## config.mk

```make
export PLATFORM = sky130hd
export DESIGN_NAME = serial_divider
export DESIGN_NICKNAME = d
export VERILOG_FILES = /design/src/rtl/serial_divider.sv
export SDC_FILE = /design/constraint.sdc
export NUM_CORES = 1
export LEC_CHECK = 0
export BUFFER_PORTS_ARGS = -buffer_cell sky130_fd_sc_hd__buf_2
export CAP_MARGIN = 20
export CORE_ASPECT_RATIO = 1.2
export CORE_MARGIN = 2
export CORE_UTILIZATION = 51
export CTS_BUF_LIST = sky130_fd_sc_hd__clkbuf_8
export DETAILED_ROUTE_END_ITERATION = 8
export PLACE_DENSITY = 0.76
export SLEW_MARGIN = 20
export SYNTH_ARGS = -nofsm -noshare
export SYNTH_HDL_FRONTEND = slang
export SYNTH_SLANG_ARGS = --single-unit
```

## constraint.sdc

```tcl
create_clock -name clk -period 1.86 [get_ports clk]
set_input_delay 0.372 -clock clk [delete_from_list [all_inputs] [get_ports clk]]
set_output_delay 0.372 -clock clk [all_outputs]
set_load 0.02 [all_outputs]
```

## src/rtl/serial_divider.sv

```systemverilog
// rtl/serial_divider.sv - restoring shift-subtract divider, 2N/N bits, one quotient bit per clock
// Optional two's-complement mode: define SERIAL_DIV_SIGNED_EN.
module serial_divider #(
    parameter int N = 8
) (
    input  logic           clk,
    input  logic           rst_n,
    input  logic           start,
    input  logic [2*N-1:0] Dividend,
    input  logic [N-1:0]   Divisor,
    output logic [N-1:0]   Quotient,
    output logic [N-1:0]   Remainder,
    output logic           overflow,
    output logic           ready
);
    localparam int CW = $clog2(N + 1);

    typedef enum logic [1:0] {IDLE, BUSY, FIX} state_t;

    state_t         state, state_next;
    logic [2*N-1:0] w;
    logic [N-1:0]   d;
    logic [CW-1:0]  cnt;

    logic [2*N-1:0] ld_w;
    logic [N-1:0]   ld_d;
    logic           ld_ovf;
    logic [N:0]     rem_ext;
    logic [N+1:0]   diff;
    logic [2*N-1:0] w_step;
    logic           last;

`ifdef SERIAL_DIV_SIGNED_EN
    localparam logic [N-1:0] HALF = N'(1) << (N - 1);
    logic         q_neg, r_neg;
    logic [N-1:0] hi_raw;
    logic [N-1:0] q_mag, r_mag;
    logic         fix_ovf;

    // W and D always hold magnitudes; the signs are reapplied in FIX.
    assign ld_w = Dividend[2*N-1] ? -Dividend : Dividend;
    assign ld_d = Divisor[N-1] ? -Divisor : Divisor;
    assign q_mag = w[N-1:0];
    assign r_mag = w[2*N-1:N];
    assign fix_ovf = q_neg ? (q_mag > HALF) : (q_mag > HALF - N'(1));
`else
    assign ld_w = Dividend;
    assign ld_d = Divisor;
`endif

    // Also catches a zero divisor, since any upper half is >= 0.
    assign ld_ovf = ld_w[2*N-1:N] >= ld_d;

    // The (N+1)-bit partial remainder is widened once more so the borrow is the sign bit.
    assign rem_ext = {w[2*N-1:N], w[N-1]};
    assign diff    = {1'b0, rem_ext} - {2'b00, d};
    assign w_step  = diff[N+1] ? {w[2*N-2:0], 1'b0} : {diff[N-1:0], w[N-2:0], 1'b1};
    assign last    = (cnt == CW'(N - 1));

    always_ff @(posedge clk) begin
        if (!rst_n) state <= IDLE;
        else        state <= state_next;
    end

    always_comb begin
        state_next = state;
        if (start) begin
            state_next = ld_ovf ? IDLE : BUSY;
        end else begin
            case (state)
`ifdef SERIAL_DIV_SIGNED_EN
                BUSY:    if (last) state_next = FIX;
`else
                BUSY:    if (last) state_next = IDLE;
`endif
                FIX:     state_next = IDLE;
                default: state_next = IDLE;
            endcase
        end
    end

    always_comb begin
        ready = (state == IDLE);
    end

    always_ff @(posedge clk) begin
        if (!rst_n) begin
            w         <= '0;
            d         <= '0;
            cnt       <= '0;
            Quotient  <= '0;
            Remainder <= '0;
            overflow  <= 1'b0;
`ifdef SERIAL_DIV_SIGNED_EN
            q_neg     <= 1'b0;
            r_neg     <= 1'b0;
            hi_raw    <= '0;
`endif
        end else if (start) begin
            w        <= ld_w;
            d        <= ld_d;
            cnt      <= '0;
            overflow <= ld_ovf;
            if (ld_ovf) begin
                Quotient  <= '1;
                Remainder <= Dividend[2*N-1:N];
            end
`ifdef SERIAL_DIV_SIGNED_EN
            q_neg  <= Dividend[2*N-1] ^ Divisor[N-1];
            r_neg  <= Dividend[2*N-1];
            hi_raw <= Dividend[2*N-1:N];
`endif
        end else if (state == BUSY) begin
            w   <= w_step;
            cnt <= cnt + 1'b1;
`ifndef SERIAL_DIV_SIGNED_EN
            if (last) begin
                Quotient  <= w_step[N-1:0];
                Remainder <= w_step[2*N-1:N];
                overflow  <= 1'b0;
            end
`endif
        end
`ifdef SERIAL_DIV_SIGNED_EN
        else if (state == FIX) begin
            if (fix_ovf) begin
                Quotient  <= '1;
                Remainder <= hi_raw;
                overflow  <= 1'b1;
            end else begin
                Quotient  <= q_neg ? -q_mag : q_mag;
                Remainder <= r_neg ? -r_mag : r_mag;
                overflow  <= 1'b0;
            end
        end
`endif
    end
endmodule

```

== Word-level counts from Yosys, hierarchy flattened ==
Index checks and enable logic that the tools add are counted.
Storage, ports and cells
  flip-flop bits (word level): 47
  latch bits: 0
  bits in writable memories: 0
  ROM bits: 0
  output and inout bits: 18
  memories kept: 0
Cells by class
  add/sub/neg operators: 2
  $mul: 0
  divide/modulo/power cells: 0
  $lt $le $gt $ge: 1
  equality and inequality tests: 4
  shift-type cells: 0
  mux-type cells: 18
  bitwise logic cells: 1
  reductions and logical operators: 6
Operators with widths (number)
  two-way mux 8 bit: 8
  two-way mux 16 bit: 3
  subtractor 9 x 8 -> 10 bit: 1
  greater-or-equal comparator 8 bit: 1
  two-way mux 2 bit: 3
  adder 4 x 1 -> 4 bit, second input constant: 1
  equality test 4 x 3 -> 1 bit, second input constant: 1
  two-way mux 1 bit: 4
  nonzero test 2 bit: 2
  != test 3 bit, second input constant: 1
  AND reduction 3 bit: 1
  equality test 2 x 1 -> 1 bit, second input constant: 1
  zero test 2 bit: 1
  != test 2 x 1 -> 1 bit, second input constant: 1
  AND reduction 2 bit: 1
  OR reduction 2 bit: 1
  NOT 1 bit: 1

== Logic depth before layout (Yosys ltp) ==
Gate-level depths: netlist of run 1.
  depth after elaboration: 5
  gate-level depth with buffers: 10
  depth with buffers taken out: 9

== Worst setup path before layout of run 1 ==
No wires, ideal clock.
  path kind: register to register
  start point: register d[2]
  end point: register Remainder[4]
  arrival time: 1.890 ns
  slack: -0.151 ns
  stages on the path, launching flop included: 10
  path buffers: 1
  path through: dfxtp_1 > inv_1 > ha_1 > and3b_1 > o2111ai_1 > nor2b_4 > buf_6 > mux2_4 > mux2i_4 > o22ai_2
Between the ends
  longest elaborated chain between the ends: 5
Ends and longest elaborated chain
  start, declared: line 22  | logic [N-1:0] d;
  start signal, assigned: line 101  | d <= ld_d;
  subtractor 9 x 8 -> 10 bit: line 56  | assign diff = {1'b0, rem_ext} - {2'b00, d};
  two-way mux 16 bit: line 57  | assign w_step = diff[N+1] ? {w[2*N-2:0], 1'b0} : {diff[N-1:0], w[N-2:0], 1'b1};
  two-way mux 8 bit: line 117  | if (last) begin
  two-way mux 8 bit: line 113  | end else if (state == BUSY) begin
  two-way mux 8 bit: line 99  | end else if (start) begin
  end signal, assigned: line 106  | Remainder <= Dividend[2*N-1:N];
  end signal, assigned: line 119  | Remainder <= w_step[2*N-1:N];
  end, declared: line 12  | output logic [N-1:0] Remainder,
Every way passes these cells. The select of a mux whose other input is x is not followed.
A chain may end at the register's enable or synchronous reset.

== Worst setup path after layout of run 1 ==
  start point: register w[7]
  end point: register Remainder[4]
Between the ends
  longest elaborated chain between the ends: 5
Ends and longest elaborated chain
  start, declared: line 21  | logic [2*N-1:0] w;
  start signal, assigned: line 100  | w <= ld_w;
  start signal, assigned: line 114  | w <= w_step;
  subtractor 9 x 8 -> 10 bit: line 56
  two-way mux 16 bit: line 57
  two-way mux 8 bit: line 117
  two-way mux 8 bit: line 113
  two-way mux 8 bit: line 99
Every way passes these cells. The select of a mux whose other input is x is not followed.

==> reports/qor.yml, run 1 <==
run_status:
  status: "complete, but fails checks"
  violations: "setup timing"
drt:
  viasPerCell: 5.612
  drc: 0
  drt_iter0_drc: 89
  vias: 2503
  dr.pass1.iters: 4
  wire_per_inst_um: 15.59
  drt_wl_total_um: 6954
  drtAntennaViolNets: 0
cts:
  cts.path.max_buffers: 2
  ctsHoldBuffers: 0
  cts_root_buffer: "clkbuf_8"
  cts-buffers-inserted: 5
  htree_levels: 2
  clk_pin_slew_ns: 0.10
  cts_tree: "yes"
  cts_sinks: 46
  insertion_delay_ns: 0.31
placement:
  dpl_worst_slack_ns: -0.3824
  place.detailed.hpwl_um: 4575
  place_congestion: 0.8296
  io_buffers: 44
worst_setup_path:
  end_kind: "flip-flop"
  endpoint: "Remainder[4]"
  required_ns: 2.07
  crit_type: "reg -> reg"
  reg2reg_to: "Remainder[4]"
  reg2reg_depth: 9
  startpoint: "w[7]"
  r2r_setup_slack_ns: -0.12
  reg2reg_from: "w[7]"
  cp.arrival_ns: 2.18
  cp-start-kind: "flip-flop"
  cp_max_fo: 3
flow_run:
  drv_cap: 0
timing:
  skew_ns: 0.01575
  fin_setup_tns_ns: -0.9097
  hold_slack_ns: 0.2889
  rsz0062_at_grt: "yes"
  worst_slack_ns: -0.1155
  fin_crit_ns: 1.976
  setup_viol: 13
  final_hold_viol_count: 0
  worst_slew_pin_slew_ns: 0.5380
  slew_violations: 0
  timing.final.crit_share_pct: 106.2
  relSlewSlack_pct: 64.00
  fmax_mhz: 506.2
floorplan:
  start_util_pct: 52.06
  placeableCoreArea_sq_um: 5189
  io_pins: 45
  die_height_um: 83.73
  dieArea_sq_um: 5897
  floorplan.rows: 29
  die_w_um: 70.44
power_and_ir_drop:
  p_int_w: 0.002029
  power_switching_w: 0.001051
  vdd.ir_drop.worst_uv: 542.7
  pwr-share-comb_pct: 42.0
  p_leak_nw: 1.710
  power_density_nw_per_um2: 848.6
  seqPwrFrac_pct: 37.1
  switching_share_pct: 34.12
  p_clk_share_pct: 20.9
logic_synthesis:
  synth_flop_cell: "dfxtp_1"
  synth_warnings: 0
  synth_cells: 298
  synth_seq_area_share_pct: 34.09
  synthesis.nets: 343
  ys_async_sr_fraction_pct: 0
  synth-edff-count: 0
  syn_area_sq_um: 2701
  synth_seq_cells: 46
  synth_cell_types: 59
  syn_avg_cell_area_sq_um: 9.065
grt:
  grt_most_used_layer: "met2"
  track_usage_pct: 22.70
  grt_pass1_vias: 2366
  grtUsageMet3_pct: 3.623
  met1_usage_pct: 28.32
  grt_overflow_total: 0
  antenna_found_initial: 0
  grt_max_degree: 32
  grt_pass1_wl_um: 10790
  grt_use_met2_pct: 39.02
cells_and_area:
  syn_to_final_growth_pct: 34.37
  mostFrequentLayoutCells: "buf_4 (47), buf_2 (44), dfxtp_1 (37), nand2_1 (31), inv_1 (18)"
  drive_gt1_share_pct: 43.75
  fillers: 374
  layout.cells.most_common: "buf_4"
  fin_nets: 428
  seq_area_sq_um: 934.6
  diodes: 0
  multiInputGateArea_sq_um: 1813
min_path:
  hp-class: "in -> reg"
## stage by stage
step,instance area (sq um),power [W],utilization (%),std cells
finish,3630,0.003080,69.95,446
global placement,3249,0.002133,62.62,429
detailed placement,3249,0.002153,62.62,429
floorplan,2729,0.001831,-,298
CTS,3471,0.002895,66.89,440
global route,3630,0.003237,69.95,446
## power by group through the flow
stage / clock network, W / registers, W / logic, W
2_1_floorplan: 0 / 0.00119 / 0.000646
3_3_place_gp: 0 / 0.00115 / 0.000985
3_5_place_dp: 0 / 0.00115 / 0.00100
4_1_cts: 0.000645 / 0.00113 / 0.00112
5_1_grt: 0.000688 / 0.00115 / 0.00140
6_report: 0.000644 / 0.00114 / 0.00129
## sequential cells by signal (all words and copies together), names as in the netlist
signal     flops
Quotient       8
Remainder      8
cnt            4
d              8
overflow       1
state          1
w             16
## worst min path at each step
| stage | startpoint | to | slack, ns | depth (start not counted) |
|---|---|---|---|---|
| floorplan | w[14] | w[14] | 0.46 | 2 |
| global placement | Remainder[6] | Remainder[6] | 0.46 | 2 |
| detailed placement | Remainder[6] | Remainder[6] | 0.47 | 2 |
| CTS | Dividend[3] | w[3] | 0.29 | 2 |
| global route | Dividend[3] | w[3] | 0.30 | 2 |
| finish | Dividend[3] | w[3] | 0.29 | 2 |
## Yosys cell counts (4+ instances only)
cell type / instances / area (sq um)
a211oi_2: 4 / 50.05
a21o_1: 4 / 30.03
a21oi_1: 7 / 35.03
buf_2: 5 / 25.02
clkbuf_1: 9 / 33.78
dfxtp_1: 46 / 920.9
ha_1: 17 / 212.7
inv_1: 20 / 75.07
mux2i_1: 17 / 170.2
nand2_1: 31 / 116.4
nand3_1: 13 / 65.06
nor2_1: 19 / 71.32
nor2b_1: 13 / 81.33
nor3_1: 7 / 35.03
nor3b_2: 7 / 87.58
o211a_1: 8 / 80.08
o21ai_0: 5 / 25.02
o22ai_1: 4 / 25.02
## routing by layer
layer  up-vias  share of wire [%]
met4         0                1.5
met5         -                  0
met1      1194                 43
met2        71                 52
met3        10                4.2
li1       1228                  -
## cell families (layout without fill, tap and decap cells)
group                      Yosys count  in the layout  synth area share, %
and+or+nand+nor                    108            108                21.91
AOI/OAI and AO/OA                   61             62                18.71
DFF                                 46             46                34.09
buffers and inverters               39            124                6.623
muxes                               20             20                8.105
adders and majority gates           18             18                8.615
xor gates and xnor gates             6              6                1.946
## critical path: stages (launching register included)
cell and delay [ns]:
dfxtp_2 0.33, inv_2 0.05, ha_4 0.16, fa_2 0.37, nor2b_4 0.18, o22ai_2 0.11
xnor2_1 0.14, mux2_4 0.29, mux2i_4 0.16, o22ai_2 0.10
## layout make-up
| class | instances | share of cell area (%) |
|---|---|---|
| repair buffers | 96 | 17.58 |
| well taps | 62 | 2.137 |
| inverters | 20 | 2.068 |
| clock buffers | 6 | 2.275 |
| clock inverters | 2 | 0.2413 |
| multi-input cells | 214 | 49.95 |
| flip-flops and latches | 46 | 25.75 |
## repair_timing
action	in CTS	in global routing
setup buffers	3	6
pin swaps	18	16
gates cloned	0	1
endpoints found under the hold margin	0	0
endpoints found under the setup margin	24	23
resized for setup	26	25
(Power assumes the default switching activity.)
==> run 2, diff against run 1 <==
--- a/config.mk
+++ b/config.mk
@@ -7,7 +7,6 @@
 export LEC_CHECK = 0
 export BUFFER_PORTS_ARGS = -buffer_cell sky130_fd_sc_hd__buf_2
 export CAP_MARGIN = 20
-export CORE_ASPECT_RATIO = 1.2
 export CORE_MARGIN = 2
 export CORE_UTILIZATION = 51
 export CTS_BUF_LIST = sky130_fd_sc_hd__clkbuf_8
==> run 2 against run 1 <==
Sequential cell count unchanged. Routed wire length up 6.4%. The flow still finishes with violations (setup timing). Sequential share of layout area hardly changed. Power fell by 0.73%. Global-route usage rose by 0.48 points.
==> reports/qor.yml, run 2 (synthesized netlist as in run 1, its figures left out) <==
run_status:
  status: "complete, but fails checks"
  violations: "setup timing"
cells_and_area:
  largest_reg_flops: 16  # unchanged
  syn_to_final_growth_pct: 34.00
  fillers: 391  # +4.5%
  finish.utilization_pct: 70.87  # +0.92 points
  mostFrequentLayoutCells: "buf_2 (44), buf_4 (44), dfxtp_1 (38), nand2_1 (31), nor2_1 (18)"
  stdcell_count: 450  # +0.90%
  seq_area_sq_um: 933.4  # -0.13%
  multiInputGateArea_sq_um: 1837  # +1.3%
  drive_gt1_share_pct: 42.63  # -1.1 points
  diodes: 0  # unchanged
  fin_nets: 425  # -0.70%
  regMostFlops: "w"
timing:
  fin_crit_ns: 1.981  # +0.005504 ns
  rsz0062_at_grt: "yes"
  slew_violations: 0  # unchanged
  worst_slack_ns: -0.1210  # -0.005504 ns
  worst_slew_pin_slew_ns: 0.5770  # +0.03905 ns
  fmax_mhz: 504.8  # -0.28%
  relSlewSlack_pct: 61.39  # -2.6 points
  timing.final.crit_share_pct: 106.5  # +0.30 points
  setup_viol: 14  # +1
  final_hold_viol_count: 0  # unchanged
  skew_ns: 0.009193  # -0.006557 ns
cts:
  cts.path.max_buffers: 2  # unchanged
  htree_levels: 2  # unchanged
  cts_sinks: 46  # unchanged
  insertion_delay_ns: 0.30  # about the same
  cts_root_buffer: "clkbuf_8"
  cts_tree: "yes"
  clk_pin_slew_ns: 0.09  # about the same
  cts-buffers-inserted: 5  # unchanged
power_and_ir_drop:
  vdd.ir_drop.worst_uv: 520.5  # -4.1%
  power_density_nw_per_um2: 844.8  # -0.45%
  switching_share_pct: 34.90  # +0.79 points
  p_clk_share_pct: 19.1  # -1.8 points
  power_switching_w: 0.001067  # +1.6%
  p_leak_nw: 1.693  # -0.98%
  pwr-share-comb_pct: 43.5  # +1.5 points
  seqPwrFrac_pct: 37.3  # +0.2 points
  p_int_w: 0.001991  # -1.9%
worst_setup_path:
  cp-start-kind: "flip-flop"
  r2r_setup_slack_ns: -0.12  # about the same
  reg2reg_depth: 7  # -2
  cpPeakStageDelay_ns: 0.37  # about the same
  crit_type: "reg -> reg"
  cp_max_fo: 5  # +2
  cp.arrival_ns: 2.17  # about the same
  cp_cell_sequence: "ha_4 > and3b_2 > o2111ai_2 > nor2b_4 > mux2_4 > mux2i_4 > o22ai_2"
  required_ns: 2.05  # -0.02 ns
  reg2reg_from: "w[8]"
  crit_cells: 7  # -2
  reg2reg_to: "Remainder[4]"
  cp_slowest_cell: "dfxtp_4"
  cp_top_family: "simple AND/OR/NAND/NOR gates"
  path_buf_inv: 0  # -1
  end_kind: "flip-flop"
min_path:
  worstHoldPathCells: 2  # unchanged
  worstHoldStart: "Dividend[4]"
  hp-class: "in -> reg"
  min_to: "w[4]"
floorplan:
  dieArea_sq_um: 5895  # about the same
  floorplan.rows: 26  # -10%
  io_pins: 45  # unchanged
  die_height_um: 76.78  # -8.3%
  start_util_pct: 52.89  # +0.83 points
  die_w_um: 76.78  # +9.0%
  placeableCoreArea_sq_um: 5107  # -1.6%
grt:
  grt_overflow_total: 0  # unchanged
  grt_pass1_wl_um: 11010  # +2.0%
  grt_pass1_vias: 2401  # +1.5%
  track_usage_pct: 23.18  # +0.48 points
  antenna_found_initial: 0  # unchanged
  grt_max_degree: 30  # -6.3%
drt:
  dr.pass1.iters: 5  # +1
  wire_per_inst_um: 16.44  # +5.4%
  viasPerCell: 5.562  # -0.89%
  vias: 2503  # unchanged
  drc: 0  # unchanged
  drtAntennaViolNets: 0  # unchanged
  drt_wl_total_um: 7396  # +6.4%
  drt_iter0_drc: 107  # +20%
placement:
  place.detailed.hpwl_um: 4856  # +6.2%
  place_congestion: 0.8947  # +7.8%
  io_buffers: 44  # unchanged
  dpl.cell_count: 435  # +1.4%
flow_run:
  drv_cap: 0  # unchanged
[run 2: layout make-up]
class | instances | area share, %
Sequential cell | 46 | 25.79
Inverter | 20 | 2.074
Tap cell | 70 | 2.420
Multi-Input combinational cell | 214 | 50.74
Clock buffer | 5 | 1.901
Clock inverter | 2 | 0.3111
Timing Repair Buffer | 93 | 16.76
[run 2: power by group through the flow]
stage | clock, W | sequential [W] | combinational (W)
after global routing | 0.000638 | 0.00115 | 0.00143
after CTS | 0.000600 | 0.00113 | 0.00110
final | 0.000585 | 0.00114 | 0.00133
after global placement | 0 | 0.00115 | 0.000986
after floorplan | 0 | 0.00119 | 0.000646
after detailed placement | 0 | 0.00115 | 0.00102
[run 2: per-layer routing]
layer,track usage [%],up-vias,part of all wire [%]
li1,-,1220,-
met1,29.90,1208,43
met2,40.26,67,52
met3,4.000,8,4.1
met4,5.455,0,0.93
met5,0,-,0
[run 2: worst reg2reg max path: stages (launching register included)]
cell	delay [ns]
dfxtp_4	0.37
ha_4	0.23
and3b_2	0.24
o2111ai_2	0.16
nor2b_4	0.28
mux2_4	0.35
mux2i_4	0.16
o22ai_2	0.09
[run 2: worst max path at each step]
stage | startpoint | to | slack, ns
after floorplan | d[1] | Remainder[4] | -0.11
after global placement | Dividend[14] | Quotient[0] | -0.25
after detailed placement | Dividend[8] | Quotient[6] | -0.30
after CTS | w[7] | Remainder[6] | -0.09
after global routing | w[8] | Remainder[1] | -0.16
final | w[8] | Remainder[4] | -0.12
[run 2: timing repair]
| item | CTS | global route |
|---|---|---|
| buffers inserted | 1 | 6 |
| pin swaps | 16 | 14 |
| gates resized for setup | 25 | 27 |
| gates cloned | 0 | 1 |
| endpoints found under the setup margin | 16 | 25 |
| hold buffers | 0 | 0 |
[run 2: per-stage QoR]
step           TNS, ns  cell area, sq um  hold WS [ns]  power, W  setup slack (ns)
2_1_floorplan  -0.2156              2729        0.4558  0.001831           -0.1088
3_3_place_gp    -3.874              3244        0.4664  0.002135           -0.2501
3_5_place_dp    -4.937              3244        0.4765  0.002172           -0.2960
4_1_cts        -0.7656              3425        0.2899  0.002832          -0.09369
5_1_grt         -1.917              3620        0.2895  0.003214           -0.1607
6_report       -0.9723              3620        0.2938  0.003058           -0.1210
